$ cat config.mk
export PLATFORM = sky130hd
export DESIGN_NAME = weights_bank_rf
export DESIGN_NICKNAME = d
export VERILOG_FILES = /design/src/rtl/wts_pkg.sv /design/src/rtl/wts_bank.sv /design/src/rtl/weights_bank_rf.sv
export SDC_FILE = /design/constraint.sdc
export NUM_CORES = 1
export LEC_CHECK = 0
export ABC_CLOCK_PERIOD_IN_PS = 11300
export CAP_MARGIN = 15
export CORE_ASPECT_RATIO = 1.4
export CORE_UTILIZATION = 61
export DETAILED_ROUTE_END_ITERATION = 16
export HOLD_SLACK_MARGIN = 0.05
export PLACE_DENSITY = 0.8
export REMOVE_ABC_BUFFERS = 1
export SETUP_SLACK_MARGIN = 0.5
export SLEW_MARGIN = 20
export SYNTH_ARGS = -nofsm -noshare
export SYNTH_HDL_FRONTEND = slang
export SYNTH_HIERARCHICAL = 1
export SYNTH_SLANG_ARGS = --single-unit
$ cat constraint.sdc
create_clock -name clock -period 11.3 [get_ports clock]
set_input_delay 2.825 -clock clock [delete_from_list [all_inputs] [get_ports clock]]
set_output_delay 2.825 -clock clock [all_outputs]
set_load 0.02 [all_outputs]
$ cat src/rtl/wts_pkg.sv
// Shared types and defaults for the double-buffered weight register file.
// Holds the load FSM encoding and a lane extraction helper.
package wts_pkg;

  localparam int WTS_W_DEF = 17;
  localparam int LANES_DEF = 4;

  typedef enum logic {
    FILL,
    FULL
  } load_state_t;

  function automatic logic [WTS_W_DEF-1:0] lane_slice(
    input logic [WTS_W_DEF*LANES_DEF-1:0] word,
    input int unsigned                    idx
  );
    return word[idx*WTS_W_DEF +: WTS_W_DEF];
  endfunction

endpackage

$ cat src/rtl/wts_bank.sv
// One weight bank: synchronous write, registered read.
// The read register only updates on re, so it holds between reads.
module wts_bank #(
  parameter  int WIDTH  = 68,
  parameter  int DEPTH  = 9,
  localparam int ADDR_W = $clog2(DEPTH)
) (
  input  logic              clock,
  input  logic              we,
  input  logic [ADDR_W-1:0] waddr,
  input  logic [WIDTH-1:0]  wdata,
  input  logic              re,
  input  logic [ADDR_W-1:0] raddr,
  output logic [WIDTH-1:0]  rdata
);

  logic [WIDTH-1:0] mem [DEPTH];
  logic             raddr_ok;

  assign raddr_ok = 32'(raddr) < DEPTH;

  always_ff @(posedge clock) begin
    if (we) begin
      mem[waddr] <= wdata;
    end
  end

  always_ff @(posedge clock) begin
    if (re) begin
      rdata <= raddr_ok ? mem[raddr] : '0;
    end
  end

endmodule

$ cat src/rtl/weights_bank_rf.sv
// Double-buffered weight register file: loader fills the shadow bank,
// compute reads the active bank, a swap handshake exchanges them.
module weights_bank_rf
  import wts_pkg::*;
#(
  parameter  int WTS_W  = WTS_W_DEF,
  parameter  int LANES  = LANES_DEF,
  parameter  int DEPTH  = 9,
  localparam int ADDR_W = $clog2(DEPTH)
) (
  input  logic                   clock,
  input  logic                   reset,
  input  logic                   load_valid,
  output logic                   load_ready,
  input  logic [WTS_W*LANES-1:0] load_data,
  input  logic                   swap_req,
  output logic                   swap_ack,
  input  logic                   rd_en,
  input  logic [ADDR_W-1:0]      rd_addr,
  output logic                   rd_valid,
  output logic [WTS_W*LANES-1:0] rd_data,
  output logic                   active_valid
);

  localparam int WORD_W = WTS_W * LANES;

  load_state_t       state;
  logic [ADDR_W-1:0] wr_ptr;
  logic              act_sel;
  logic              wr_fire;
  logic              rd_sel;
  logic              rd_zero;
  logic              addr_ok;
  logic              we0;
  logic              we1;
  logic [WORD_W-1:0] q0;
  logic [WORD_W-1:0] q1;

  // Handshake outputs are combinational so that the ack cycle
  // is the same cycle whose closing edge performs the swap.
  assign load_ready = !reset && (state == FILL);
  assign swap_ack   = !reset && (state == FULL) && swap_req;
  assign wr_fire    = load_valid && load_ready;
  assign addr_ok    = 32'(rd_addr) < DEPTH;

  assign we0 = wr_fire && act_sel;
  assign we1 = wr_fire && !act_sel;

  always_ff @(posedge clock) begin
    if (reset) begin
      state        <= FILL;
      wr_ptr       <= '0;
      act_sel      <= 1'b0;
      active_valid <= 1'b0;
    end else begin
      unique case (state)
        FILL: begin
          if (wr_fire) begin
            if (wr_ptr == ADDR_W'(DEPTH - 1)) begin
              wr_ptr <= '0;
              state  <= FULL;
            end else begin
              wr_ptr <= wr_ptr + 1'b1;
            end
          end
        end
        FULL: begin
          if (swap_ack) begin
            act_sel      <= ~act_sel;
            active_valid <= 1'b1;
            state        <= FILL;
          end
        end
      endcase
    end
  end

  // Bank choice and zero-forcing are captured at the sampling edge,
  // so a read coincident with a swap still sees the old bank.
  always_ff @(posedge clock) begin
    if (reset) begin
      rd_valid <= 1'b0;
      rd_sel   <= 1'b0;
      rd_zero  <= 1'b1;
    end else begin
      rd_valid <= rd_en;
      if (rd_en) begin
        rd_sel  <= act_sel;
        rd_zero <= !active_valid || !addr_ok;
      end
    end
  end

  assign rd_data = rd_zero ? '0 : (rd_sel ? q1 : q0);

  wts_bank #(
    .WIDTH (WORD_W),
    .DEPTH (DEPTH)
  ) u_bank0 (
    .clock (clock),
    .we    (we0),
    .waddr (wr_ptr),
    .wdata (load_data),
    .re    (rd_en),
    .raddr (rd_addr),
    .rdata (q0)
  );

  wts_bank #(
    .WIDTH (WORD_W),
    .DEPTH (DEPTH)
  ) u_bank1 (
    .clock (clock),
    .we    (we1),
    .waddr (wr_ptr),
    .wdata (load_data),
    .re    (rd_en),
    .raddr (rd_addr),
    .rdata (q1)
  );

endmodule

==> impl_results.md <==
- CP top delay family: buffers and inverters
- Power Density: 173 nW/um^2
- Seq pwr share: 0.558
- Pins over their slew limit: 0
- Total detailed-routing wirelength: 117 mm
- Wire per inst: 28.2 um
- Combinational power share: 0.044
- Fin util: 0.689
- CORE AREA: between 80000 and 90000 um^2
- TritonCTS clock tree: built
- RSZ-0062 raised after global routing: false
- WS Path Type: in2out
- Sequential area share after synthesis: 0.780
- Post-synth ARST share: 0
- Final min period: 7.12 ns
- Reg2reg path depth: 5
- Leakage power: 0.0189 uW
- Post-Syn Instances: 2809
- Final worst-path cycle share: 0.630
- Switching share of power: 0.202
- Max-cap violations: 0
- Hold buffer count at CTS: 0
- Setup Skew: just over 0.02 ns
- CP arrival: 4.29 ns
- Via Count: ~27k
- Initial Utilization: 0.616
- Warnings, synthesis: 6
- CP Max Fanout: 14
- Startpoint Class: input pin
- Register bit count reported by yosys: 1370
- Rel. slew slack: 0.194
- CP Capture Type: output port
- GRT overflow: 0
- Critical-path cell list: clkdlybuf4s50_1, nor2_1, clkdlybuf4s50_1
- Setup tns final: 0 ns
- Hold Violations, Final: 0
- CP Data Required Time: 8.48 ns
- Area grow syn2layout: 11.9%
- Worst hold start: u_bank1/mem[8][67]
- I/O Buffers: approximately 150
- IO Pins: approximately 150
- Worst r2r dst: u_bank1/mem[1][42]
- Synth top area cells: edfxtp_1 (78%), mux2i_1 (5.6%), mux4_2 (3.4%), mux2_2 (2.8%), o22ai_1 (2.3%)
- Clk Latency, worst-skew pair: 0.69 ns
- Mapped Area: 52600 um^2
- Post-synth top area share: 0.776
- RR Startpoint: state
- Clock Power Share: 0.398
- Peak VDD IR: 0.146 mV
- RD Place Congestion: 0.761
- Synth unique cells: 41
- Num rows: 127
- Worst R2R Setup Slack: 7.91 ns
- Pint: 8140 uW
- GRT Util Overall: 0.268
- Post-CTS setup buffers: 0
- Sink Count: 1370
- Total CTS buffers: 114
- End of the worst hold path: u_bank1/rdata[67]
- Avg Cell Area, Syn: 18.7 um^2
- Max Freq: 140 MHz
- Drt pass-1 iters: 6
- Top FF cell, synth: edfxtp_1
- HP Class: reg2reg
- DRT iter0 DRCs: 2856
- Hold Crit Depth: 2
- DPL Wire Length: 58.3 mm
- Initial antenna violation count: 3
- Pin count of the biggest net entering global routing: 149
- Slew @ Worst Pin: 1.21 ns
- Share of cells above drive strength 1: 0.148
- Slowest stage delay, CP: 0.64 ns
- Die W: roughly 250 um
- Crit-path slowest cell: clkdlybuf4s50_1
- Die H: 350 um
- Post-DRT Antenna Nets: 0
- DRC violation count after routing: 0
- Final setup vio count: 0
- Synth area leader: edfxtp_1
- Max clock buf depth: 3
- CTS H-Tree Depth: 3
- Net Sw Power: 2060 uW
- Post-cts resize count: 0
- Layout Nets: ~3.0k
- First-pass GRT wire length: ~170 mm
- Most frequent CP cell: clkdlybuf4s50_1
- Clock-pin transition on the worst setup and hold timing paths: 0.07 ns
- CTS root buf: clkbuf_16
- EDFF count, synth: 1360
- Outcome: complete, no violations
- Die area: 87500 um^2
- Drt via density: 6.50
- Buffer and inverter count on the worst path: 2
- Number of global-route vias before repair: 28.0k
[flip-flops by register name, summed over array words and instances, names as in the netlist]
signal         count
act_sel            1
active_valid       1
rd_sel             1
rd_valid           1
rd_zero            1
state              1
u_bank0/mem      612
u_bank0/rdata     68
u_bank1/mem      612
u_bank1/rdata     68
wr_ptr             4
[how the worst max path moves through the flow]
| stage | startpoint | end | slack [ns] | depth (start not counted) |
|---|---|---|---|---|
| finish | reset | load_ready | 4.18 | 3 |
| detailed placement | reset | load_ready | 4.21 | 3 |
| global route | reset | load_ready | 4.11 | 3 |
| global placement | reset | load_ready | 4.19 | 3 |
| CTS | reset | load_ready | 4.19 | 3 |
| floorplan | reset | u_bank0/mem[8][0] | 0.75 | 4 |
[area by class of cell]
type	count	area [um^2]
flip-flops and latches	1370	41000
fillers	5067	26600
multi-input cells	1277	10700
clock buffers	136	2980
repair buffers	187	1910
well taps	1096	1370
clock inverters	69	857
inverters	3	11.3
diodes	2	5.00
[worst min-delay path: stages (launching register included)]
cell and delay [ns]:
edfxtp_1 0.32, nand2_1 0.05, o31ai_1 0.06
[cell usage in the layout (no fill, tap or decap), types with 3 or more instances in the layout]
cell type,n
clkdlybuf4s50_1,143
mux2i_1,293
buf_16,4
nor2b_1,82
clkbuf_1,20
o21ai_1,55
edfxtp_1,1360
nor2_1,132
nand2b_1,5
nor3_2,4
o31ai_1,83
buf_6,10
inv_1,3
mux2_2,130
o22ai_1,192
dfxtp_1,8
nand2_1,143
nor2_4,12
buf_4,27
a21oi_1,3
clkinv_1,24
bufinv_16,19
clkbuf_16,116
mux2_1,30
mux4_2,80
clkinv_2,18
[Yosys cell counts, types with 2 or more instances]
cell type,n
nand3_1,2
or3_1,2
o31ai_1,83
edfxtp_1,1360
inv_1,3
nor4_1,2
clkbuf_1,55
buf_6,21
o21ai_0,2
nor4b_4,2
nor2b_1,82
ha_1,2
a21oi_1,3
or2_2,2
nand2_1,145
nand3b_1,2
buf_1,4
buf_2,42
nor3_1,4
buf_8,8
mux2i_1,293
o21ai_1,55
mux2_2,130
buf_4,27
dfxtp_1,10
or3b_2,2
nor2_1,144
nand2b_1,9
mux2_1,30
a31oi_1,2
mux4_2,80
o22ai_1,192
[per-layer routing]
metal / global-route usage / routed length, um
met4: 0.0972 / 3480
met5: 0 / 11
met3: 0.0405 / 9830
met2: 0.464 / 59900
met1: 0.346 / 43400
[power groups by stage]
stage	Sequential, uW	Clock, uW	Combinational [uW]
global placement	5800	0	425
global route	5690	4260	478
floorplan	5790	0	197
detailed placement	5800	0	443
finish	5690	4050	450
CTS	5690	4090	448
[logic make-up after synthesis]
family                   after synthesis  share of synthesized area
XOR/XNOR                               1                   0.000166
AND/OR/NAND/NOR                      404                     0.0351
AO/OA/AOI/OAI                        337                     0.0406
adder cells (fa/ha/maj)                2                   0.000475
multiplexers                         533                      0.124
buffers and inverters                162                     0.0195
flip-flops                          1370                      0.780
[metrics by stage]
| stage | worst slack (ns) | hold slack, ns | total power (uW) | instances | instance area (um^2) |
|---|---|---|---|---|---|
| after floorplan | 0.749 | 0.495 | 5990 | 2650 | 51600 |
| after global placement | 4.19 | 0.498 | 6220 | 3929 | 54900 |
| after detailed placement | 4.21 | 0.505 | 6240 | 3931 | 55000 |
| after CTS | 4.19 | 0.515 | 10200 | 4136 | 58800 |
| after global routing | 4.11 | 0.535 | 10400 | 4140 | 58900 |
| final | 4.18 | 0.515 | 10200 | 4140 | 58900 |
Power figures use the tool's default switching activity.
